==> config.mk <==
export PLATFORM = sky130hd
export DESIGN_NAME = lsu_store_queue_flat
export DESIGN_NICKNAME = d
export VERILOG_FILES = /design/src/rtl/lsu_store_queue_pkg.sv /design/src/rtl/lsu_store_queue_if.sv /design/src/rtl/lsu_store_queue_sq_fwd_match.sv /design/src/rtl/lsu_store_queue.sv /design/src/flat_wrapper.sv
export SDC_FILE = /design/constraint.sdc
export NUM_CORES = 1
export LEC_CHECK = 0
export ABC_AREA = 1
export CORE_MARGIN = 4
export CORE_UTILIZATION = 37
export DETAILED_ROUTE_END_ITERATION = 6
export HOLD_SLACK_MARGIN = 0.15
export PLACE_DENSITY = 0.56
export SLEW_MARGIN = 20
export SYNTH_ARGS = -nofsm -noshare
export SYNTH_HDL_FRONTEND = slang
export SYNTH_SLANG_ARGS = --single-unit
==> constraint.sdc <==
create_clock -name clk -period 3.9 [get_ports clk]
set_input_delay 1.17 -clock clk [delete_from_list [all_inputs] [get_ports clk]]
set_output_delay 1.17 -clock clk [all_outputs]
set_load 0.02 [all_outputs]
==> src/rtl/lsu_store_queue_pkg.sv <==
// Shared defaults and the entry record for the LSU store queue.
package lsu_store_queue_pkg;
  localparam int SQ_DEPTH = 4;
  localparam int SQ_AW    = 16;
  localparam int SQ_DW    = 16;

  typedef struct packed {
    logic [SQ_AW-1:0] addr;
    logic [SQ_DW-1:0] data;
  } sq_entry_t;
endpackage

==> src/rtl/lsu_store_queue_if.sv <==
// Store-queue bus bundle: RMW writeback, scheduler store, load probe, memory write port.
interface lsu_store_queue_if #(
  parameter int AW = lsu_store_queue_pkg::SQ_AW,
  parameter int DW = lsu_store_queue_pkg::SQ_DW
);
  logic          rmw_data_rdy;
  logic [AW-1:0] rmw_addr;
  logic [DW-1:0] rmw_data;
  logic          rmw_hold;
  logic          st_valid;
  logic [AW-1:0] st_addr;
  logic [DW-1:0] st_data;
  logic          st_ready;
  logic [AW-1:0] ld_addr;
  logic          ld_hit;
  logic [DW-1:0] ld_fwd_data;
  logic          mem_wr_req;
  logic [AW-1:0] mem_addr;
  logic [DW-1:0] mem_data_out;
  logic          mem_wr_ack;

  modport slave (
    input  rmw_data_rdy, rmw_addr, rmw_data, st_valid, st_addr, st_data, ld_addr, mem_wr_ack,
    output rmw_hold, st_ready, ld_hit, ld_fwd_data, mem_wr_req, mem_addr, mem_data_out
  );
  modport master (
    output rmw_data_rdy, rmw_addr, rmw_data, st_valid, st_addr, st_data, ld_addr, mem_wr_ack,
    input  rmw_hold, st_ready, ld_hit, ld_fwd_data, mem_wr_req, mem_addr, mem_data_out
  );
endinterface

==> src/rtl/lsu_store_queue_sq_fwd_match.sv <==
// Load-forwarding match: scans valid entries oldest to youngest, last match wins.
module sq_fwd_match #(
  parameter int DEPTH = 4,
  parameter int AW    = 16,
  parameter int DW    = 16,
  localparam int PW   = $clog2(DEPTH),
  localparam int CW   = PW + 1
) (
  input  logic [AW-1:0]             ld_addr,
  input  logic [DEPTH-1:0][AW-1:0]  addrs,
  input  logic [DEPTH-1:0][DW-1:0]  datas,
  input  logic [PW-1:0]             head,
  input  logic [CW-1:0]             count,
  output logic                      hit,
  output logic [DW-1:0]             data
);
  logic [DEPTH-1:0] match;
  logic [PW-1:0]    idx;

  for (genvar g = 0; g < DEPTH; g++) begin : g_lane
    assign match[g] = addrs[g] == ld_addr;
  end

  always_comb begin
    hit  = 1'b0;
    data = '0;
    idx  = '0;
    for (int i = 0; i < DEPTH; i++) begin
      idx = head + PW'(i);
      if (CW'(i) < count && match[idx]) begin
        hit  = 1'b1;
        data = datas[idx];
      end
    end
  end
endmodule

==> src/rtl/lsu_store_queue.sv <==
// Circular store queue: RMW-priority enqueue, in-order drain to memory, youngest-match load forwarding.
module lsu_store_queue
  import lsu_store_queue_pkg::*;
#(
  parameter int DEPTH = SQ_DEPTH,
  parameter int AW    = SQ_AW,
  parameter int DW    = SQ_DW,
  localparam int PW   = $clog2(DEPTH),
  localparam int CW   = PW + 1
) (
  input  logic            clk,
  input  logic            rst_n,
  lsu_store_queue_if.slave sq,
  output logic            sq_empty,
  output logic            sq_full,
  output logic [CW-1:0]   sq_count
);
  logic [PW-1:0]            head_q, tail_q;
  logic [CW-1:0]            count_q;
  logic [DEPTH-1:0][AW-1:0] addr_mem;
  logic [DEPTH-1:0][DW-1:0] data_mem;
  logic                     enq, deq;
  logic [AW-1:0]            enq_addr;
  logic [DW-1:0]            enq_data;

  assign sq_full  = count_q == CW'(DEPTH);
  assign sq_empty = count_q == '0;
  assign sq_count = count_q;

  // Full refuses enqueue even when the head drains this same cycle.
  assign enq      = ~sq_full & (sq.rmw_data_rdy | sq.st_valid);
  assign deq      = sq.mem_wr_ack & ~sq_empty;
  assign enq_addr = sq.rmw_data_rdy ? sq.rmw_addr : sq.st_addr;
  assign enq_data = sq.rmw_data_rdy ? sq.rmw_data : sq.st_data;

  assign sq.rmw_hold     = sq.rmw_data_rdy & sq_full;
  assign sq.st_ready     = ~sq_full & ~sq.rmw_data_rdy;
  assign sq.mem_wr_req   = ~sq_empty;
  assign sq.mem_addr     = sq_empty ? '0 : addr_mem[head_q];
  assign sq.mem_data_out = sq_empty ? '0 : data_mem[head_q];

  always_ff @(posedge clk) begin
    if (!rst_n) begin
      head_q  <= '0;
      tail_q  <= '0;
      count_q <= '0;
    end else begin
      if (enq) tail_q <= tail_q + PW'(1);
      if (deq) head_q <= head_q + PW'(1);
      count_q <= count_q + CW'(enq) - CW'(deq);
    end
  end

  // Payload storage is never reset; every read is qualified by count.
  always_ff @(posedge clk) begin
    if (enq) begin
      addr_mem[tail_q] <= enq_addr;
      data_mem[tail_q] <= enq_data;
    end
  end

  sq_fwd_match #(.DEPTH(DEPTH), .AW(AW), .DW(DW)) u_fwd (
    .ld_addr (sq.ld_addr),
    .addrs   (addr_mem),
    .datas   (data_mem),
    .head    (head_q),
    .count   (count_q),
    .hit     (sq.ld_hit),
    .data    (sq.ld_fwd_data)
  );
endmodule
==> src/flat_wrapper.sv <==
// flat-port wrapper written by rule: the top's interface ports become plain ports
module lsu_store_queue_flat import lsu_store_queue_pkg::*;
#(
  parameter int DEPTH = SQ_DEPTH,
  parameter int AW    = SQ_AW,
  parameter int DW    = SQ_DW,
  localparam int PW   = $clog2(DEPTH),
  localparam int CW   = PW + 1
)
  (clk, rst_n, sq_empty, sq_full, sq_count, sq_rmw_data_rdy, sq_rmw_addr, sq_rmw_data, sq_st_valid, sq_st_addr, sq_st_data, sq_ld_addr, sq_mem_wr_ack, sq_rmw_hold, sq_st_ready, sq_ld_hit, sq_ld_fwd_data, sq_mem_wr_req, sq_mem_addr, sq_mem_data_out);
  lsu_store_queue_if #(.AW(AW), .DW(DW)) sq_i ();
  input  logic clk;
  input  logic rst_n;
  output logic sq_empty;
  output logic sq_full;
  output logic [CW-1:0] sq_count;
  input wire logic [$bits(sq_i.rmw_data_rdy)-1:0] sq_rmw_data_rdy;
  input wire logic [$bits(sq_i.rmw_addr)-1:0] sq_rmw_addr;
  input wire logic [$bits(sq_i.rmw_data)-1:0] sq_rmw_data;
  input wire logic [$bits(sq_i.st_valid)-1:0] sq_st_valid;
  input wire logic [$bits(sq_i.st_addr)-1:0] sq_st_addr;
  input wire logic [$bits(sq_i.st_data)-1:0] sq_st_data;
  input wire logic [$bits(sq_i.ld_addr)-1:0] sq_ld_addr;
  input wire logic [$bits(sq_i.mem_wr_ack)-1:0] sq_mem_wr_ack;
  output wire logic [$bits(sq_i.rmw_hold)-1:0] sq_rmw_hold;
  output wire logic [$bits(sq_i.st_ready)-1:0] sq_st_ready;
  output wire logic [$bits(sq_i.ld_hit)-1:0] sq_ld_hit;
  output wire logic [$bits(sq_i.ld_fwd_data)-1:0] sq_ld_fwd_data;
  output wire logic [$bits(sq_i.mem_wr_req)-1:0] sq_mem_wr_req;
  output wire logic [$bits(sq_i.mem_addr)-1:0] sq_mem_addr;
  output wire logic [$bits(sq_i.mem_data_out)-1:0] sq_mem_data_out;
  assign sq_i.rmw_data_rdy = sq_rmw_data_rdy;
  assign sq_i.rmw_addr = sq_rmw_addr;
  assign sq_i.rmw_data = sq_rmw_data;
  assign sq_i.st_valid = sq_st_valid;
  assign sq_i.st_addr = sq_st_addr;
  assign sq_i.st_data = sq_st_data;
  assign sq_i.ld_addr = sq_ld_addr;
  assign sq_i.mem_wr_ack = sq_mem_wr_ack;
  assign sq_rmw_hold = sq_i.rmw_hold;
  assign sq_st_ready = sq_i.st_ready;
  assign sq_ld_hit = sq_i.ld_hit;
  assign sq_ld_fwd_data = sq_i.ld_fwd_data;
  assign sq_mem_wr_req = sq_i.mem_wr_req;
  assign sq_mem_addr = sq_i.mem_addr;
  assign sq_mem_data_out = sq_i.mem_data_out;
  lsu_store_queue #(.DEPTH(DEPTH), .AW(AW), .DW(DW)) u_core (.clk(clk), .rst_n(rst_n), .sq(sq_i), .sq_empty(sq_empty), .sq_full(sq_full), .sq_count(sq_count));
endmodule
### Yosys cells after proc, flatten, opt, wreduce, memory -nomap -nowiden

Cells that the tools add are included.

* input bits: 85
* output and inout port bits: 57
* register bits after elaboration: 135

* mux-type cells: 34
* equal/unequal tests: 5
* bitwise operators: 8
* reductions and logical operators: 6
* add/subtract/negate cells: 6
* $lt $le $gt $ge: 10

Operators by type and width (count)
* $mux 16: 14
* $bmux 16 s2: 5
* $bwmux 64: 2
* $eq 16x16->1: 4
* $demux 16 s2: 1
* $lt 2x3->1 const B: 5
* $bmux 1 s2: 4
* $mux 1: 8
* $lt 1x3->1 const A: 2
* $lt 2x3->1 const A: 2
* $logic_and 1x1->1: 5
* $add 2x1->2 const B: 2
* $add 2x2->2 const B: 2
* $and 1x1->1: 4
* $add 3x1->3: 1
* $eq 3x3->1 const B: 1
* $logic_not 3->1: 1
* $not 1->1: 3
* $sub 3x1->3: 1
* $ge 2x1->1 const B: 1
* $or 1x1->1: 1

### Depth between registers and ports, before layout

* depth in word-level cells: 8
* mapped depth: 16

### Cells and area by module

From an unflattened synthesis, not the netlist that was laid out.

* cell total of the unflattened synthesis: 1387
* area, all modules: 9714.3 um^2

By module, submodules not included
* lsu_store_queue: sequential area each 3983.8 um^2, cells an instance 678, instances 1, area an instance 6277.3 um^2
* sq_fwd_match: sequential area each 0.0 um^2, cells an instance 709, instances 1, area an instance 3437.0 um^2

### Worst setup path before layout

OpenSTA, ideal clock, no wires.

* kind: input port to output port
* start point: input sq_ld_addr[13]
* end point: output sq_ld_fwd_data[6]
* arrival time: 2556 ps
* slack: 174 ps
* stages: 14
* data required time: 2730 ps
* path buffers: 2
* cells stage by stage: buf_4 -> xor2_1 -> nor2_1 -> nand2_1 -> nor2_1 -> nand3_2 -> nand2_2 -> nor2_4 -> nor2_8 -> buf_8 -> nand3b_1 -> nand2_1 -> nand2_1 -> nand2_1

* word-level cells in the longest chain between the ends: 8
* elaborated cells on any way between the ends: 20
* classes of those cells: eq/ne (4); mux (12); reduce/logical (4)

Ends and longest elaborated chain
* start: declaration: line flat_wrapper.sv:23 `input wire logic [$bits(sq_i.ld_addr)-1:0] sq_ld_addr;`
* $eq 16x16->1: line lsu_store_queue_sq_fwd_match.sv:21 `assign match[g] = addrs[g] == ld_addr;`
* $bmux 1 s2: line lsu_store_queue_sq_fwd_match.sv:30 `if (CW'(i) < count && match[idx]) begin`
* $mux 1 (not written as such): line lsu_store_queue_sq_fwd_match.sv:30
* $logic_and 1x1->1: line lsu_store_queue_sq_fwd_match.sv:30
* $mux 16 (3 in a row): line lsu_store_queue_sq_fwd_match.sv:30
* $mux 16 (*): line lsu_store_queue_sq_fwd_match.sv:30
* end: declaration: line flat_wrapper.sv:28 `output wire logic [$bits(sq_i.ld_fwd_data)-1:0] sq_ld_fwd_data;`

Mark *: on every way between the ends. The rest lies on a longest branch, timed or not. The select of a mux whose other input is x is not followed.

### Worst setup path in the final report

* start point: input sq_ld_addr[15]
* end point: output sq_ld_fwd_data[15]

Same word-level chain as after synthesis.

==> results.toml <==
[finish]
fin_area_sq_um = 11630
drive_gt1_frac = 0.1701
synthToLayoutAreaGrowth_pct = 32.88
multiInputGateArea_sq_um = 4088
layout_commonest_cell = "nand2_1"
most-common-layout-cells = "403 x nand2_1, 128 x edfxtp_1, 124 x inv_1"
layout.area.seq_sq_um = 3988
num-nets-final = 1398
nFillCells = 2308

[power_and_ir_drop]
combPwrFrac = 0.540
clkPwrFrac = 0.191
seq_power_share = 0.269
intPower_w = 0.004422
ir_drop_uv = 327.1
static-leakage-power_nw = 5.062
p_sw_w = 0.003260
switching_share = 0.4244
p_per_area_nw_per_um2 = 660.5

[grt]
grt_max_degree = 97
grt_pass1_wl_mm = 37.64
grt_pass1_vias = 7021
grt_use_total = 0.1828
grt.overflow.total = 0
antenna_found_initial = 0

[hold_path]
hp-class = "reg2reg"

[timing]
slew-limit-headroom = 0.6466
post-route-period-util = 1.038
setup_slack_ps = -146.9
fin_hold_ws_ps = 538.3
rsz0062_at_grt = "yes"
finalHoldViolations = 0
worst_slew_pin_slew_ps = 524.5
tns_ps = -1728
skew_ps = 6.438
finalSetupViolCount = 17
max_freq_mhz = 247.1
period_minus_slack_ps = 4047
slew_violations = 0

[critical_path]
cp_max_fo = 5
crit_arrival_ps = 2880
critPathMostFrequentCell = "nand2_2"
crit_type = "in2out"
cp-end-kind = "primary output"
worstPathCellList = "buf_8 > xor2_2 > nor2_1 > nand2_1 > nor2_4 > nand3_2 > nand2_2 > nor2_4 > nor2_8 > buf_12 > nand3b_1 > nand2_1 > nand2_2 > nand2_2 > buf_6"
critPathTopFamily = "simple AND/OR/NAND/NOR gates"
startpoint_type = "input port"
crit_required_ps = 2730
slowest_delay_ps = 180
crit_buf_inv = 3
cp_slowest_cell = "nor2_4"

[clock_tree]
ctsRootBufferMaster = "clkbuf_16"
clk_latency_ps = 420
cts_hold_buffers = 0
tritoncts = "built"
cts_made_buffers = 17
clock-sinks = 135
clockBufferDepth = 2
cts.reportedPaths.clkPinSlew_ps = 60
htree_levels = 4

[synthesis]
synth_area_per_cell_sq_um = 7.611
synth_top_cell_area_share = 0.4392
ys_ff_latch = 135
synth_nets = 1244
ys_seq_area_frac = 0.4552
yosys.area.top_type = "edfxtp_1"
synth_cell_types = 38
netlist_area_sq_um = 8752
syn_inst = 1150
yosysWarnings = 0
synth.top_cells.by_area = "edfxtp_1 44%, nand2_1 18%, o21ai_0 6.4%"

[placement]
place_ws_ps = -1089
dp_hpwl_mm = 17.44
io_buffer_count = 141
dpl_cell_area_sq_um = 10660
place_congestion = 0.8034

[routing]
drt-initial-drc-count = 488
vias_per_cell = 4.670
drc = 0
first_pass_iters = 5
dr_total_vias = 7645
wl_per_cell_um = 15.14
ant_nets = 0
drt-total-wl_mm = 24.79

[die]
die_w_um = 161.8
die_h_um = 161.8
start_util = 0.3740
rows = 56
coreArea_sq_um = 23400
die_area_sq_um = 26180
io_pins = 142

[run]
cap_violations = 0

[outcome]
violations = "negative setup slack"
status = "finished with violations"
tightest hold or removal path, delay by kind of cell, from the launching register on:
family                 cells  cell delay (ps)
buffers and inverters      1               90
DFF                        1              320
AOI/OAI and AO/OA          1               70
stage by stage:
step           cells    util  total power, W
2_1_floorplan   1150       -        0.004428
3_3_place_gp    1594  0.4556        0.005992
3_5_place_dp    1594  0.4556        0.006018
4_1_cts         1632  0.4862        0.007573
5_1_grt         1636  0.4968        0.008221
6_report        1637  0.4970        0.007681
per-layer routing:
layer  global-route usage  vias up  routed length, um
li1                     -     3978                  -
met1               0.2655     3459              11940
met5                    0        -                  0
met2               0.2884      187              11420
met4              0.04575        0                253
met3              0.02766       21               1166
cell type report:
cell class	count	area share
Inverter	139	0.04626
Clock buffer	17	0.03658
Tap cell	319	0.03432
Clock inverter	15	0.01011
Sequential cell	135	0.3429
Antenna cell	1	0.0002152
Timing Repair Buffer	191	0.1782
Multi-Input combinational cell	820	0.3515
repair_timing:
| item | CTS | global route |
|---|---|---|
| resized for setup | 208 | 60 |
| pin swaps | 35 | 31 |
| hold endpoints to repair | 0 | 0 |
| cloned | 2 | 3 |
| setup buffers | 4 | 4 |
| setup endpoints to repair | 20 | 26 |
registers in the layout, indices dropped and copies added (netlist names):
register and flops:
u_core.head_q 2, u_core.data_mem 64, u_core.addr_mem 64, u_core.tail_q 2, u_core.sq_count 3
power groups by stage:
stage / Combinational, W / Sequential [W] / Clock, W
2_1_floorplan: 0.00236 / 0.00207 / 0
3_3_place_gp: 0.00390 / 0.00209 / 0
3_5_place_dp: 0.00393 / 0.00209 / 0
4_1_cts: 0.00401 / 0.00206 / 0.00150
5_1_grt: 0.00455 / 0.00209 / 0.00158
6_report: 0.00415 / 0.00206 / 0.00147
synth_stat cells, drive strengths merged:
cell,n
edfxtp,128
ha,8
nor3,2
clkdlybuf4s50,1
clkbuf,22
buf,33
nor2,147
nand2,426
a21oi,6
a22oi,1
fa,1
or3,1
a221oi,15
xor2,29
inv,139
o21ai,140
o22ai,9
a31oi,1
dfxtp,7
nand3,18
nand3b,16
path summary, 6_finish.rpt:
path              slack, ps  depth (start not counted)                 end                from
setup / recovery       -150                         15  sq_ld_fwd_data[15]      sq_ld_addr[15]
hold / removal          540                          2    u_core.tail_q[1]    u_core.tail_q[1]
setup reg to reg       1430                         11  u_core.sq_count[2]  u_core.sq_count[0]
hold reg to reg         540                          2    u_core.tail_q[1]    u_core.tail_q[1]
logic make-up (layout without fill, tap and decap cells):
kind of cell / after synthesis / in the layout / synth area share
simple gates: 610 / 610 / 0.2944
buf+inv: 195 / 362 / 0.1004
compound gates: 172 / 172 / 0.1074
flops: 135 / 135 / 0.4552
xor+xnor: 29 / 29 / 0.02902
fa+ha+maj: 9 / 9 / 0.01372
other cells: 0 / 1 / 0
Power figures use the tool's default switching activity.
==> RTL change 1 (same flow settings) <==
Set the package constant `SQ_AW` to 18 (it was 16).
--- a/src/rtl/lsu_store_queue_pkg.sv
+++ b/src/rtl/lsu_store_queue_pkg.sv
@@ -3,3 +3,3 @@
   localparam int SQ_DEPTH = 4;
-  localparam int SQ_AW    = 16;
+  localparam int SQ_AW    = 18;
   localparam int SQ_DW    = 16;
Ports: changed (resized sq_ld_addr, sq_mem_addr, sq_rmw_addr and sq_st_addr); port bits go from 142 to 150. The function was not compared with the original's and may differ.
==> RTL change 1 against the original RTL <==
  * The flow still finishes with violations (setup timing)
  * Wire length up 11%
  * Highest routed layer unchanged
  * Critical path type unchanged
  * Critical path depth up 1
  * Sequential cell count up 8
  * Area after synthesis up 6.3%
  * Synthesized cell count up 9.1%
  * Cell area up 8.9%
  * Total power up 7.9%
  * Worst setup slack worse by 0.083 ns
  * Combinational power up 6.7%
  * Core utilization up 1.9 points
==> RTL change 1: results (changes against the original RTL) <==
* Slew headroom at 49.3% (-15 points)
* Worst setup margin at -0.230 ns (-0.0832 ns)
* GR met3 Demand/Resource at 3.44% (+0.67 points)
* Post-Route M1 WL at 13000 um (+9.0%)
* Placed cell areas at 11400 um^2 (+7.1%)
* Total Power at 8.29 mW (+7.9%)
* Failing checks: setup timing
* Final Skew at 0.0104 ns (+0.00398 ns)
* Syn_area_per_cell at 7.41 um^2 (-2.6%)
* Final setup fails at 17 (unchanged)
* GR met1 Demand/Resource at 26.4% (-0.18 points)
* Met3 WL at 915 um (-22%)
* Net Sw Frac at 42.5% (+0.083 points)
* I/O Buffers at 149 (+5.7%)
* Signal inverters at 178 (+28%)
* Placed cells at 1716 (+7.7%)
* Clock-cell share at 4.83% (+0.16 points)
* Worst-case vdd ir drop at 0.297 mV (-9.3%)
* First-pass GRT wire length at 43400 um (+15%)
* Synth unique cells at 41 (+7.9%)
* CP Max Fanout at 7 (+2)
* Fraction of area in multi-input gates at 35.3% (+0.13 points)
* WL met2 at 13100 um (+15%)
* Antenna diodes at 0 (-1)
* Outcome: finished, violations left
* Most frequent cells after synthesis: nand2_1, inv_1, edfxtp_1, o21ai_0, nor2_1
* RePlAce Congestion at 0.846 (+5.3%)
* Post-cts sizing count at 242 (+16%)
* Number of global-route vias before repair at 8091 (+15%)
* Worst hold slack at 0.535 ns (-0.00366 ns)
* FILL cells at 2342 (+1.5%)
* Share of layout cells above drive strength 1 at 19.8% (+2.7 points)
* Met2 usage at 32.8% (+3.9 points)
* Combinational cell power at 4.43 mW (+6.7%)
* CP arrival at 2.96 ns (+0.08 ns)
* Top cells by area, synth: edfxtp_1, nand2_1, o21ai_0, inv_1, nor2_1
* Post-synth EDFFs at 136 (+6.3%)
* CP max-delay cell: clkbuf_16
* Post-route setup TNS at -3.58 ns (-1.85 ns)
[RTL change 1: cell families (layout without fill, tap and decap cells)]
family / Yosys count / in the layout / share of synthesized area (%)
adders and majority gates: 9 / 9 / 1.29
xor gates and xnor gates: 12 / 12 / 1.13
DFF: 143 / 143 / 45.4
and+or+nand+nor: 682 / 684 / 31.3
buffers and inverters: 233 / 424 / 10.5
AOI/OAI and AO/OA: 176 / 176 / 10.4
[RTL change 1: worst max path at each step]
stage | from | end | slack (ns)
final | sq_ld_addr[17] | sq_ld_fwd_data[8] | -0.23
after global routing | sq_ld_addr[5] | sq_ld_fwd_data[5] | -0.37
after CTS | sq_ld_addr[7] | sq_ld_fwd_data[9] | -0.24
after detailed placement | sq_ld_addr[4] | sq_ld_fwd_data[1] | -1.16
after global placement | sq_ld_addr[4] | sq_ld_fwd_data[4] | -1.15
after floorplan | sq_ld_addr[13] | sq_ld_fwd_data[10] | 0.17
==> RTL change 2 (same settings) <==
Made on the original files. Register the output `sq_count` once more, cleared by the reset; this adds one clock of latency there. The other outputs are not delayed to match.
--- a/src/rtl/lsu_store_queue.sv
+++ b/src/rtl/lsu_store_queue.sv
@@ -27,3 +27,9 @@
   assign sq_empty = count_q == '0;
-  assign sq_count = count_q;
+  always_ff @(posedge clk) begin
+    if (!rst_n) begin
+      sq_count <= '0;
+    end else begin
+      sq_count <= count_q;
+    end
+  end
 
Function: changed (a bounded check fails within 4 cycles, from zero or initial values and one cycle with rst_n low).
==> RTL change 2 against the original RTL <==
  * The run still ends with setup timing left
  * Sequential cell count up 3
  * Sequential power up 2%
  * Wire length about the same
  * Largest cell class unchanged
  * Area after synthesis up 0.16%
  * Register-to-register slack better by 0.07 ns
  * Total power up 2.9%
  * Global-route usage up 0.31 points
  * Worst setup slack worse by 0.027 ns
  * Cell area up 1.9%
==> RTL change 2: results (changes against the original RTL) <==
* Xor/xnor cell area share of the yosys netlist at 2.90% (-0.0046 points)
* Antenna diodes at 0 (-1)
* CP Max Fanout at 7 (+2)
* Post-Synth Adder-Cell Area at 1.37% (-0.0022 points)
* CP max-delay cell: clkbuf_16
* GRT Util Overall at 18.6% (+0.31 points)
* Worst-case vdd ir drop at 0.276 mV (-16%)
* Clock root buffer: clkbuf_16
* Clock latency on the worst-skew pair at 0.42 ns (about the same)
* Failing checks: setup timing
* Worst setup path startpoint: sq_ld_addr[12]
* Worst setup margin at -0.174 ns (-0.0274 ns)
* Final setup fails at 16 (-1)
* DP HPWL at 17400 um (-0.29%)
* RePlAce Congestion at 0.867 (+7.9%)
* Slew headroom at 67.5% (+2.8 points)
* CP arrival at 2.90 ns (+0.02 ns)
* Pleak at 5.16 nW (+2.0%)
* CP max stage delay at 0.23 ns (+0.05 ns)
* Net Sw Frac at 42.0% (-0.40 points)
* Final Skew at 0.0109 ns (+0.00441 ns)
* Complex-gate fraction of the synthesized area at 10.7% (-0.045 points)
* Final #Nets at 1401 (+0.21%)
* Mapped Nets at 1255 (+0.88%)
* Seq/Total Area, Yosys at 46.1% (+0.61 points)
* CP endpoint: sq_ld_fwd_data[14]
* Vias at 7683 (+0.50%)
* Reg-to-reg startpoint: u_core.count_q[1]
* R2r endpoint: u_core.count_q[2]
* DRT Pass-1 Iters at 6 (+1)
* Top cells by area, synth: edfxtp_1, nand2_1, o21ai_0, nor2_1, inv_1
* Outcome: finished, violations left
* Pin count of the biggest net entering global routing at 53 (-45%)
* First-pass GRT wire length at 38300 um (+1.7%)
* TritonCTS Buffers at 17 (unchanged)
* Number of global-route vias before repair at 7201 (+2.6%)
* FILL cells at 2256 (-2.3%)
* Initial DRC Count at 438 (-10%)
* H-tree Lvls at 4 (unchanged)
* Internal reg-to-reg setup slack at 1.50 ns (+0.07 ns)
* Synth unique cells at 33 (-13%)
* Most frequent cells after synthesis: nand2_1, nor2_1, edfxtp_1, inv_1, o21ai_0
RTL change 2: logic make-up after synthesis:
group,count (synthesis)
xor+xnor,29
flops,138
compound gates,173
fa+ha+maj,9
simple gates,612
buf+inv,200
RTL change 2: layer usage:
metal | GRT usage, % | wire (um)
met4 | 4.92 | 415
met3 | 3.04 | 873
met2 | 31.8 | 12000
met1 | 24.6 | 11500
met5 | 0 | 0
RTL change 2: worst min path at each step:
stage                      start                  to  slack (ns)  cells after the start
6_report       u_core.count_q[2]  u_core.sq_count[2]        0.46                      2
5_1_grt        u_core.count_q[2]  u_core.sq_count[2]        0.48                      2
2_1_floorplan  u_core.count_q[2]  u_core.sq_count[2]        0.42                      2
3_3_place_gp   u_core.count_q[2]  u_core.sq_count[2]        0.46                      2
4_1_cts        u_core.count_q[2]  u_core.sq_count[2]        0.47                      2
3_5_place_dp   u_core.count_q[2]  u_core.sq_count[2]        0.46                      2
RTL change 2: timing repair:
item                                    CTS  global route
cloned                                    3             2
resized for setup                       248            72
buffers inserted                          5             0
endpoints found under the setup margin   17            17
pin swaps                                82            50
RTL change 2: final cells by class:
| cell class | count | area share [%] |
|---|---|---|
| clock buffer | 18 | 3.62 |
| clock inverter | 14 | 1.35 |
| inverter | 142 | 4.54 |
| multi-input combinational | 823 | 36.1 |
| sequential | 138 | 34.1 |
| tap | 319 | 3.37 |
| timing repair buffer | 185 | 16.9 |
RTL change 2: power groups by stage:
stage	Sequential [mW]	Combinational, mW	Clock (mW)
after floorplan	2.10	2.33	0
after global placement	2.12	3.84	0
after detailed placement	2.12	3.86	0
after CTS	2.09	4.08	1.64
final	2.10	4.19	1.61
after global routing	2.12	4.58	1.72
RTL change 2: tightest hold or removal path, delay by kind of cell, from the launching register on:
kind / cells / cell delay (ns)
flops: 1 / 0.33
simple gates: 1 / 0.06
buf+inv: 1 / 0.03
RTL change 2: metrics by stage:
step	worst slack, ns	util (%)	cell area (um^2)	setup TNS (ns)	cells
6_report	-0.174	50.7	11900	-2.19	1639
3_5_place_dp	-1.22	45.4	10600	-19.76	1597
4_1_cts	-0.192	49.4	11600	-2.58	1637
2_1_floorplan	0.181	-	8770	0	1161
5_1_grt	-0.245	50.7	11900	-3.63	1639
3_3_place_gp	-1.16	45.4	10600	-18.85	1597
